`src/rtl/mc_control_unit.sv`:
```
// Multi-cycle MIPS control FSM: sequences fetch/decode/execute/memory/writeback
// over a shared ALU and memory port, with wait states, illegal-op trap and retire pulse.
module mc_control_unit #(
  parameter int ALUOP_W         = 4,
  parameter bit MEM_HANDSHAKE   = 1'b1,
  parameter bit TRAP_ON_ILLEGAL = 1'b1
) (
  input  logic               clk,
  input  logic               rst,
  input  logic [5:0]         opcode,
  input  logic [5:0]         funct,
  input  logic               zero,
  input  logic               mem_ready,
  output logic               pc_write,
  output logic               ir_write,
  output logic               i_or_d,
  output logic               mem_read,
  output logic               mem_write,
  output logic               reg_write,
  output logic               reg_dst,
  output logic               mem_to_reg,
  output logic               alu_src_a,
  output logic [1:0]         alu_src_b,
  output logic [ALUOP_W-1:0] alu_op,
  output logic [1:0]         pc_source,
  output logic               instr_done,
  output logic               trap,
  output logic [3:0]         state
);

  typedef enum logic [3:0] {
    S_FETCH    = 4'd0,
    S_DECODE   = 4'd1,
    S_MEM_ADDR = 4'd2,
    S_MEM_RD   = 4'd3,
    S_MEM_WB   = 4'd4,
    S_MEM_WR   = 4'd5,
    S_EXEC_R   = 4'd6,
    S_R_WB     = 4'd7,
    S_EXEC_I   = 4'd8,
    S_I_WB     = 4'd9,
    S_BRANCH   = 4'd10,
    S_JUMP     = 4'd11,
    S_TRAP     = 4'd12
  } state_t;

  localparam logic [5:0] OP_RTYPE = 6'b000000;
  localparam logic [5:0] OP_J     = 6'b000010;
  localparam logic [5:0] OP_BEQ   = 6'b000100;
  localparam logic [5:0] OP_BNE   = 6'b000101;
  localparam logic [5:0] OP_ADDI  = 6'b001000;
  localparam logic [5:0] OP_SLTI  = 6'b001010;
  localparam logic [5:0] OP_ANDI  = 6'b001100;
  localparam logic [5:0] OP_ORI   = 6'b001101;
  localparam logic [5:0] OP_LW    = 6'b100011;
  localparam logic [5:0] OP_SW    = 6'b101011;

  localparam logic [3:0] ALU_ADD = 4'b0000;
  localparam logic [3:0] ALU_SUB = 4'b0001;
  localparam logic [3:0] ALU_AND = 4'b0010;
  localparam logic [3:0] ALU_OR  = 4'b0011;
  localparam logic [3:0] ALU_SLT = 4'b0100;

  function automatic logic funct_legal(input logic [5:0] f);
    case (f)
      6'b100000, 6'b100010, 6'b100100, 6'b100101, 6'b101010: funct_legal = 1'b1;
      default:                                                funct_legal = 1'b0;
    endcase
  endfunction

  function automatic logic [3:0] funct_alu(input logic [5:0] f);
    case (f)
      6'b100010: funct_alu = ALU_SUB;
      6'b100100: funct_alu = ALU_AND;
      6'b100101: funct_alu = ALU_OR;
      6'b101010: funct_alu = ALU_SLT;
      default:   funct_alu = ALU_ADD;
    endcase
  endfunction

  function automatic logic [3:0] imm_alu(input logic [5:0] op);
    case (op)
      OP_ANDI: imm_alu = ALU_AND;
      OP_ORI:  imm_alu = ALU_OR;
      OP_SLTI: imm_alu = ALU_SLT;
      default: imm_alu = ALU_ADD;
    endcase
  endfunction

  state_t     state_q, state_d;
  logic       rdy;
  logic       illegal;
  logic [3:0] alu_op4;

  // With the handshake disabled every memory access completes in its first cycle.
  assign rdy = MEM_HANDSHAKE ? mem_ready : 1'b1;

  always_ff @(posedge clk) begin
    if (rst) state_q <= S_FETCH;
    else     state_q <= state_d;
  end

  always_comb begin
    state_d    = state_q;
    illegal    = 1'b0;
    alu_op4    = ALU_ADD;
    pc_write   = 1'b0;
    ir_write   = 1'b0;
    i_or_d     = 1'b0;
    mem_read   = 1'b0;
    mem_write  = 1'b0;
    reg_write  = 1'b0;
    reg_dst    = 1'b0;
    mem_to_reg = 1'b0;
    alu_src_a  = 1'b0;
    alu_src_b  = 2'b00;
    pc_source  = 2'b00;
    instr_done = 1'b0;
    trap       = 1'b0;

    case (state_q)
      S_FETCH: begin
        mem_read  = 1'b1;
        alu_src_b = 2'b01;
        if (rdy) begin
          ir_write = 1'b1;
          pc_write = 1'b1;
          state_d  = S_DECODE;
        end
      end
      S_DECODE: begin
        alu_src_b = 2'b11;
        case (opcode)
          OP_RTYPE: begin
            if (funct_legal(funct)) state_d = S_EXEC_R;
            else                    illegal = 1'b1;
          end
          OP_ADDI, OP_ANDI, OP_ORI, OP_SLTI: state_d = S_EXEC_I;
          OP_LW, OP_SW:                      state_d = S_MEM_ADDR;
          OP_BEQ, OP_BNE:                    state_d = S_BRANCH;
          OP_J:                              state_d = S_JUMP;
          default:                           illegal = 1'b1;
        endcase
        if (illegal) begin
          if (TRAP_ON_ILLEGAL) begin
            state_d = S_TRAP;
          end else begin
            state_d    = S_FETCH;
            instr_done = 1'b1;
          end
        end
      end
      S_EXEC_R: begin
        alu_src_a = 1'b1;
        alu_op4   = funct_alu(funct);
        state_d   = S_R_WB;
      end
      S_R_WB: begin
        reg_write  = 1'b1;
        reg_dst    = 1'b1;
        instr_done = 1'b1;
        state_d    = S_FETCH;
      end
      S_EXEC_I: begin
        alu_src_a = 1'b1;
        alu_src_b = 2'b10;
        alu_op4   = imm_alu(opcode);
        state_d   = S_I_WB;
      end
      S_I_WB: begin
        reg_write  = 1'b1;
        instr_done = 1'b1;
        state_d    = S_FETCH;
      end
      S_MEM_ADDR: begin
        alu_src_a = 1'b1;
        alu_src_b = 2'b10;
        state_d   = (opcode == OP_SW) ? S_MEM_WR : S_MEM_RD;
      end
      S_MEM_RD: begin
        mem_read = 1'b1;
        i_or_d   = 1'b1;
        if (rdy) state_d = S_MEM_WB;
      end
      S_MEM_WB: begin
        reg_write  = 1'b1;
        mem_to_reg = 1'b1;
        instr_done = 1'b1;
        state_d    = S_FETCH;
      end
      S_MEM_WR: begin
        mem_write = 1'b1;
        i_or_d    = 1'b1;
        if (rdy) begin
          instr_done = 1'b1;
          state_d    = S_FETCH;
        end
      end
      S_BRANCH: begin
        alu_src_a  = 1'b1;
        alu_op4    = ALU_SUB;
        pc_source  = 2'b01;
        instr_done = 1'b1;
        pc_write   = (opcode == OP_BNE) ? ~zero : zero;
        state_d    = S_FETCH;
      end
      S_JUMP: begin
        pc_source  = 2'b10;
        pc_write   = 1'b1;
        instr_done = 1'b1;
        state_d    = S_FETCH;
      end
      S_TRAP: begin
        trap = 1'b1;
      end
      default: state_d = S_FETCH;
    endcase

    // Reset silences every strobe immediately, aborting any in-flight access.
    if (rst) begin
      alu_op4    = ALU_ADD;
      pc_write   = 1'b0;
      ir_write   = 1'b0;
      i_or_d     = 1'b0;
      mem_read   = 1'b0;
      mem_write  = 1'b0;
      reg_write  = 1'b0;
      reg_dst    = 1'b0;
      mem_to_reg = 1'b0;
      alu_src_a  = 1'b0;
      alu_src_b  = 2'b00;
      pc_source  = 2'b00;
      instr_done = 1'b0;
      trap       = 1'b0;
    end
  end

  assign alu_op = ALUOP_W'(alu_op4);
  assign state  = rst ? 4'd0 : state_q;

endmodule
```
`config.mk`:
```
export PLATFORM = sky130hd
export DESIGN_NAME = mc_control_unit
export DESIGN_NICKNAME = d
export VERILOG_FILES = /design/src/rtl/mc_control_unit.sv
export SDC_FILE = /design/constraint.sdc
export NUM_CORES = 1
export LEC_CHECK = 0
export BUFFER_PORTS_ARGS = -buffer_cell sky130_fd_sc_hd__buf_2
export CAP_MARGIN = 20
export CORE_MARGIN = 5
export CORE_UTILIZATION = 46
export DETAILED_ROUTE_END_ITERATION = 16
export MAX_ROUTING_LAYER = met4
export PLACE_DENSITY = 0.81
export SYNTH_ARGS = -nofsm -noshare
export SYNTH_HDL_FRONTEND = slang
export SYNTH_SLANG_ARGS = --single-unit
```
`constraint.sdc`:
```
create_clock -name clk -period 2 [get_ports clk]
set_input_delay 0.3 -clock clk [delete_from_list [all_inputs] [get_ports clk]]
set_output_delay 0.3 -clock clk [all_outputs]
set_load 0.03 [all_outputs]
```
==> impl_metrics.toml, run 1 <==
[outcome]
status = "completed"

[logic_synthesis]
synth-seq-cells = 4
syn_avg_cell_area_sq_um = 6.55
synth_flop_cell = "dfxtp_1"
synth_cell_types = 51
syn_nets = 140
synth_cells = 124
async_reset_ff_share_pct = 0
syn_area_sq_um = 812
ys_warn_count = 0
yosysSeqAreaShare_pct = 9.86
synth_edf_count = 0

[sta]
fin_crit_sh_pct = 96.7
fin_crit_ns = 1.93
fin_skew_ns = 0.000640
finalMaxSlewViolations = 0
fin_ws_ns = 0.0656
max_freq_mhz = 517
rsz0062_at_grt = "yes"
hold_slack_ns = 0.440
hold_violations = 0
setup_viol = 0

[final_layout]
antenna_cells = 0
area_growth_pct = 42.1
nets = 183
largest_reg_flops = 4
fin_cells = 190
regMostFlops = "state_q"
utilization_pct = 67.5
fillCellCount = 153
drive_gt1_share_pct = 40.6
largestRegisters = "state_q x4"

[worst_setup_path]
critPathLaunchType = "flip-flop"
cp_data_arrival_time_ns = 1.63
worstReg2RegStart = "state_q[1]"
crit_start = "state_q[3]"
crit_fanout = 21
worstSetupEndpointType = "output pin"
crit_type = "reg -> out"
cp.required_ns = 1.70

[die]
ios = 39
initial_core_util_pct = 47.5
rows = 15
die-area_sq_um = 2710
die_h_microns = 52.0
fp.coreArea_sq_um = 1710
die_w_microns = 52.0

[place]
numPortBuffers = 37
place_ws_ns = 0.144
place_hpwl_mm = 1.90
place_congestion = 0.898
dp_cells = 183

[pwr]
ir_drop_v = 0.000253
p_int_uw = 294
netSwitchingPower_uw = 264
clkPwrFrac_pct = 19.3
power_frac_comb_pct = 63.5
leakage_uw = 0.000524
switching_share_pct = 47.3
power.total_uw = 558
power_density_nw_per_um2 = 484
share_seq_of_total_power_pct = 17.2

[flow_run]
cap_violations = 0

[drt]
drt-pass1-iter-count = 4
drc = 0
via_count = 1133
wire_per_inst_microns = 14.3
wirelength_mm = 2.72
dr.first_iter.drc_count = 49
ant_nets = 0
avgViaCountPerCell = 5.96

[clock_tree]
cts_made_buffers = 3
ctsHoldBuffers = 0
cts.clk_slew.worst_paths_ns = 0.04
cts_tree = "yes"
cts_sinks = 4
clk_latency_ns = 0.24
cts_buffer_depth = 2
htree_levels = 1
cts_root_buf = "clkbuf_4"

[worst_hold_path]
min_from = "opcode[4]"
hold_path_class = "in -> reg"

[global_route]
grt_pass1_wl_mm = 4.24
grt_pass1_vias = 1059
gr-total-overflow = 0
antenna_found_initial = 0
grt_max_degree = 25
grtUsageTotal_pct = 20.6
[layout by cell type (no fill, tap or decap), types with 4 or more instances in the layout]
| cell type | instances |
|---|---|
| a21oi_1 | 7 |
| buf_2 | 32 |
| buf_4 | 9 |
| buf_6 | 5 |
| clkbuf_4 | 4 |
| inv_1 | 4 |
| nand2b_1 | 6 |
| nor2_1 | 14 |
| nor2b_1 | 5 |
| nor3_1 | 12 |
| o21ai_0 | 5 |
[cell usage after synthesis, types with 2 or more instances]
cell | instances | share of area (%)
nor2_1 | 18 | 8.3
nor3_1 | 12 | 7.4
a21oi_1 | 8 | 4.9
clkbuf_1 | 7 | 3.2
nand2b_1 | 6 | 4.6
o21ai_0 | 6 | 3.7
nor2b_1 | 5 | 3.9
dfxtp_1 | 4 | 9.9
inv_1 | 4 | 1.8
nand2_1 | 3 | 1.4
nor3b_1 | 3 | 2.8
or3_1 | 3 | 2.3
and3_1 | 2 | 1.5
nand3b_1 | 2 | 1.8
nor4bb_1 | 2 | 2.5
o21ba_2 | 2 | 2.5
or2_2 | 2 | 1.5
xnor2_1 | 2 | 2.2
[worst max-delay path: stages, from the launching register on]
cell,delay (ns)
dfxtp_1,0.31
buf_4,0.20
nor2_2,0.17
nand4_1,0.15
nor3_1,0.23
o21ba_2,0.15
clkbuf_4,0.17
[power groups by stage]
stage / Sequential, uW / Combinational (uW) / Clock [uW]
2_1_floorplan: 97.6 / 216 / 0
3_3_place_gp: 94.3 / 308 / 0
3_5_place_dp: 94.4 / 312 / 0
4_1_cts: 94.0 / 322 / 107
5_1_grt: 97.1 / 382 / 117
6_report: 95.8 / 354 / 108
[stage by stage]
stage                     instance area [sq um]  setup TNS [ns]
after floorplan                             812               0
after global placement                     1040               0
after detailed placement                   1040               0
after CTS                                  1080               0
after global routing                       1150         -0.0361
final                                      1150               0
[kinds of logic (layout without fill, tap and decap cells)]
| kind of cell | after synthesis | count (layout) | share of synthesized area (%) |
|---|---|---|---|
| other | 1 | 1 | 0.462 |
| xor gates and xnor gates | 3 | 3 | 3.24 |
| DFF | 4 | 4 | 9.86 |
| AOI/OAI and AO/OA | 33 | 33 | 29.3 |
| and+or+nand+nor | 68 | 68 | 48.1 |
| muxes | 2 | 2 | 2.62 |
| buffers and inverters | 13 | 54 | 6.47 |
[timing repair]
item | CTS | global route
pin swaps | 2 | 2
resized for setup | 9 | 14
setup endpoints to repair | 4 | 8
buffers inserted | 0 | 4
endpoints found under the hold margin | 0 | 0
[final cells by class]
type | instances | area, sq um | area share, %
clock buffers | 3 | 22.5 | 1.95
inverters | 4 | 15.0 | 1.30
multi-input cells | 107 | 712 | 61.7
flip-flops and latches | 4 | 81.3 | 7.05
well taps | 25 | 31.3 | 2.71
repair buffers | 47 | 292 | 25.3
[final timing paths]
kind                end  slack [ns]  depth (start not counted)
min          state_q[2]        0.44                          3
max reg2reg  state_q[2]        0.52                          4
max           alu_op[0]        0.07                          6
min reg2reg  state_q[0]        0.61                          2
[layer usage]
| metal | up-vias | GRT usage (%) | wire length [microns] |
|---|---|---|---|
| met5 | - | - | 0 |
| met4 | 0 | 9.61 | 87 |
| met3 | 12 | 3.72 | 190 |
| met2 | 58 | 36.0 | 1370 |
| met1 | 517 | 22.4 | 1070 |
| li1 | 546 | - | - |
Power figures use the tool's default switching activity.
==> inputs of run 2 (changes only) <==
REMOVE_ABC_BUFFERS = 1   (was default)
==> impl_metrics.toml, run 2 (synthesized netlist as in run 1, its figures left out) <==
[sta]
slew_headroom_pct = 66.0
fin_crit_sh_pct = 96.8
tightestPinTransition_ns = 0.509
fin_crit_ns = 1.94
finalMaxSlewViolations = 0
max_freq_mhz = 517
rsz0062_at_grt = "yes"
fin_skew_ns = 0.00359
hold_violations = 0
setup_viol = 0

[final_layout]
largest_reg_flops = 4
largestRegisters = "state_q x4"
regMostFlops = "state_q"
nets = 177
antenna_cells = 0
drive_gt1_share_pct = 36.5
area_growth_pct = 34.2
fin_cells = 184
final_common_cell = "buf_2"
fillCellCount = 150
layout_common_cells = "buf_2 (34), nor2_1 (15), nor3_1 (12)"
utilization_pct = 63.8

[worst_setup_path]
worstReg2RegStart = "state_q[1]"
worstSetupEndpointType = "output pin"
critPathLaunchType = "flip-flop"
crit_start = "state_q[0]"
cp_data_arrival_time_ns = 1.64
cp.required_ns = 1.70
crit_type = "reg -> out"
crit_fanout = 15

[drt]
ant_nets = 0
drc = 0
dr.first_iter.drc_count = 25
drt-pass1-iter-count = 4
wirelength_mm = 2.45
wire_per_inst_microns = 13.3
avgViaCountPerCell = 5.68
via_count = 1045

[pwr]
clkPwrFrac_pct = 19.6
netSwitchingPower_uw = 250
p_int_uw = 274
ir_drop_v = 0.000174
share_seq_of_total_power_pct = 18.0
power_frac_comb_pct = 62.3
leakage_uw = 0.000491
power_density_nw_per_um2 = 481
switching_share_pct = 47.6

[die]
die_w_microns = 52.0
die-area_sq_um = 2710
fp.coreArea_sq_um = 1710
rows = 15
die_h_microns = 52.0
ios = 39
initial_core_util_pct = 47.5

[place]
place_hpwl_mm = 1.87
dp_cells = 181
numPortBuffers = 37
place_congestion = 0.883

[global_route]
grtUsageTotal_pct = 18.5
grt_pass1_wl_mm = 3.75
busiest_layer = "met2"
gr-total-overflow = 0
grt_pass1_vias = 897
antenna_found_initial = 0
grt.met3_usage_pct = 2.58
grt_max_degree = 25
met1_usage_pct = 20.4
grt_use_met2_pct = 33.5

[clock_tree]
clk_latency_ns = 0.24
post_cts_buffers = 0
cts_made_buffers = 3
cts.clk_slew.worst_paths_ns = 0.04
cts_tree = "yes"
cts_root_buf = "clkbuf_4"
cts_buffer_depth = 2
cts_sinks = 4
htree_levels = 1

[outcome]
status = "completed"

[flow_run]
cap_violations = 0

[worst_hold_path]
min_from = "rst"
hold_path_class = "in -> reg"
-- run 2: worst max-delay path: stages (launching register included) --
cell and delay (ns):
dfxtp_1 0.32, buf_4 0.21, inv_1 0.12, or3_1 0.37, a21oi_1 0.14, nor3_1 0.06
buf_2 0.18
-- run 2: path summary, 6_finish.rpt --
path / to / slack, ns / cells past startpoint
max: instr_done / 0.06 / 6
min: state_q[0] / 0.41 / 2
min reg2reg: state_q[0] / 0.59 / 2
max reg2reg: state_q[2] / 0.54 / 4
-- run 2: stage by stage --
| step | setup slack [ns] | power, uW | cell area [sq um] | hold slack, ns | TNS, ns |
|---|---|---|---|---|---|
| after floorplan | -0.220 | 302 | 774 | 0.373 | -0.441 |
| after global placement | 0.183 | 396 | 1020 | 0.563 | 0 |
| after detailed placement | 0.160 | 402 | 1020 | 0.568 | 0 |
| after CTS | 0.0160 | 514 | 1060 | 0.394 | 0 |
| after global routing | -0.0354 | 562 | 1090 | 0.421 | -0.0768 |
| final | 0.0649 | 524 | 1090 | 0.405 | 0 |
-- run 2: cell type report --
cell class / instances / area [sq um] / share of cell area, %
clock buffer: 3 / 22.5 / 2.07
inverter: 4 / 15.0 / 1.38
multi-input combinational: 107 / 707 / 64.9
sequential: 4 / 80.1 / 7.35
tap: 25 / 31.3 / 2.87
timing repair buffer: 41 / 234 / 21.5
-- run 2: what timing repair did --
item                       in CTS  in global routing
pin swaps                       2                  1
resized for setup               5                  8
hold buffers                    0                  0
setup endpoints to repair       2                  5
-- run 2: power by group through the flow --
stage               registers (uW)  logic [uW]  clock network, uW
floorplan                      122         179                  0
global placement              93.9         302                  0
detailed placement            94.6         307                  0
CTS                           93.8         312                108
global route                  95.6         352                114
finish                        94.3         327                103
-- run 2: routing by layer --
layer  vias up  part of all wire [%]  routed length [microns]
li1        532                     -                        -
met1       476                    42                     1030
met2        35                    52                     1280
met3         2                   5.1                      124
met4         0                  0.69                       17
met5         -                     0                        0
==> inputs of run 3 (changes only) <==
ABC_AREA = 1   (was default)
CORE_UTILIZATION = 44   (was 46)
PLACE_DENSITY = 0.79   (was 0.81)
==> impl_metrics.toml, run 3 <==
[outcome]
status = "completed"

[worst_setup_path]
worstSetupEndpointType = "output pin"
crit_fanout = 6
r2r-end = "state_q[0]"
cp_data_arrival_time_ns = 1.58
rr_worst_depth = 7
worstReg2RegStart = "state_q[0]"
reg2reg_slack_ns = 0.55
crit_start = "state_q[0]"
cp.required_ns = 1.70
crit_type = "reg -> out"
critPathLaunchType = "flip-flop"

[logic_synthesis]
synth.most_common_cell = "nand2_1"
synth_edf_count = 0
synth_area_leaders = "nand2_1 (17%), nor2_1 (15%), inv_1 (15%)"
ys_warn_count = 0
synth_common_cells = "nand2_1 (33), nor2_1 (30), inv_1 (29)"
synth_top_area_share_pct = 16.6
synth_cell_types = 23
yosysSeqAreaShare_pct = 10.7
synth_top_area_cell = "nand2_1"
async_reset_ff_share_pct = 0
syn_area_sq_um = 748
synth-seq-cells = 4
synth_cells = 155
syn_avg_cell_area_sq_um = 4.83
synth_flop_cell = "dfxtp_1"

[die]
rows = 14
fp.coreArea_sq_um = 1560
die_w_microns = 51.2
ios = 39
die-area_sq_um = 2630
initial_core_util_pct = 48.0
die_h_microns = 51.2

[global_route]
antenna_found_initial = 0
gr-total-overflow = 0
grtUsageTotal_pct = 17.7
grt_max_degree = 22
grt_pass1_vias = 895
grt_pass1_wl_mm = 3.64

[final_layout]
area_growth_pct = 34.3
largest_reg_flops = 4
antenna_cells = 0
regMostFlops = "state_q"
largestRegisters = "state_q x4"
final_common_cell = "buf_2"
layout_common_cells = "buf_2 (35), nand2_1 (33), nor2_1 (30)"
finish.instance_area_sq_um = 1000
nets = 213
fin_cells = 211
utilization_pct = 64.4
drive_gt1_share_pct = 28.7

[drt]
via_count = 1065
avgViaCountPerCell = 5.05
drc = 0
ant_nets = 0
wirelength_mm = 2.29
dr.first_iter.drc_count = 55
wire_per_inst_microns = 10.9
drt-pass1-iter-count = 4

[pwr]
power_density_nw_per_um2 = 863
leakage_uw = 0.000627
power.total_uw = 867
ir_drop_v = 0.000526

[worst_hold_path]
hold_depth = 2
hold_path_class = "in -> reg"
hold_end = "state_q[0]"
min_from = "rst"

[sta]
finalMaxSlewViolations = 0
fin_crit_sh_pct = 94.1
max_freq_mhz = 531
setup_viol = 0
fin_ws_ns = 0.118
rsz0062_at_grt = "yes"
hold_violations = 0
fin_crit_ns = 1.88
fin_skew_ns = 0.00516

[clock_tree]
htree_levels = 1
cts_sinks = 4
cts_made_buffers = 3
clk_latency_ns = 0.25
cts.clk_slew.worst_paths_ns = 0.04
cts_root_buf = "clkbuf_4"
cts_tree = "yes"
cts_buffer_depth = 2

[place]
place_ws_ns = 0.257
place_congestion = 0.932
numPortBuffers = 37
place_hpwl_mm = 1.88
dp_cells = 207
placed_cell_area_sq_um = 953

[flow_run]
cap_violations = 0
[run 3: kinds of logic after synthesis]
kind of cell	count (synthesis)	share of synthesized area, %
AND/OR/NAND/NOR	93	53.7
buffers and inverters	34	17.6
AO/OA/AOI/OAI	23	17.6
flip-flops	4	10.7
other	1	0.501
[run 3: power breakdown]
| group | switching [uW] | internal, uW | total, uW |
|---|---|---|---|
| Sequential | 37.8 | 107 | 145 |
| Clock | 39.0 | 67.5 | 107 |
| Combinational | 416 | 199 | 615 |
[run 3: how the worst max path moves through the flow]
stage / endpoint / slack [ns] / depth (start not counted)
5_1_grt: pc_write / -0.08 / 9
3_5_place_dp: alu_op[0] / 0.26 / 8
3_3_place_gp: alu_op[0] / 0.28 / 8
4_1_cts: alu_op[0] / 0.02 / 8
6_report: alu_op[0] / 0.12 / 7
2_1_floorplan: mem_to_reg / 0.11 / 4
[run 3: metal layers]
layer | track usage, % | vias to the layer above | part of all wire, %
met4 | 2.62 | 0 | 1.0
met5 | - | - | 0
met2 | 28.1 | 41 | 45
met3 | 3.49 | 5 | 8.3
met1 | 23.8 | 452 | 45
li1 | - | 567 | -
[run 3: critical path, stage by stage, from the launching register on]
cell and delay, ns:
dfxtp_1 0.37, nor2_4 0.17, nand2_2 0.12, or2_1 0.25, o21ai_1 0.12, a31oi_1 0.05, nor2_1 0.09, buf_4 0.16
[run 3: layout make-up]
cell class,instances,area (sq um)
repair buffers,40,213
clock buffers,3,22.5
flip-flops and latches,4,86.3
inverters,31,116
well taps,16,20.0
fillers,161,554
multi-input cells,117,547
[run 3: what timing repair did]
action,in CTS,in global routing
resized for setup,0,10
setup endpoints to repair,0,4
hold buffers,0,0
setup buffers,0,1
[run 3: metrics by stage]
stage	setup TNS (ns)	hold WS, ns
after floorplan	0	0.372
after global placement	0	0.609
after detailed placement	0	0.608
after CTS	0	0.429
after global routing	-0.0803	0.449
final	0	0.429
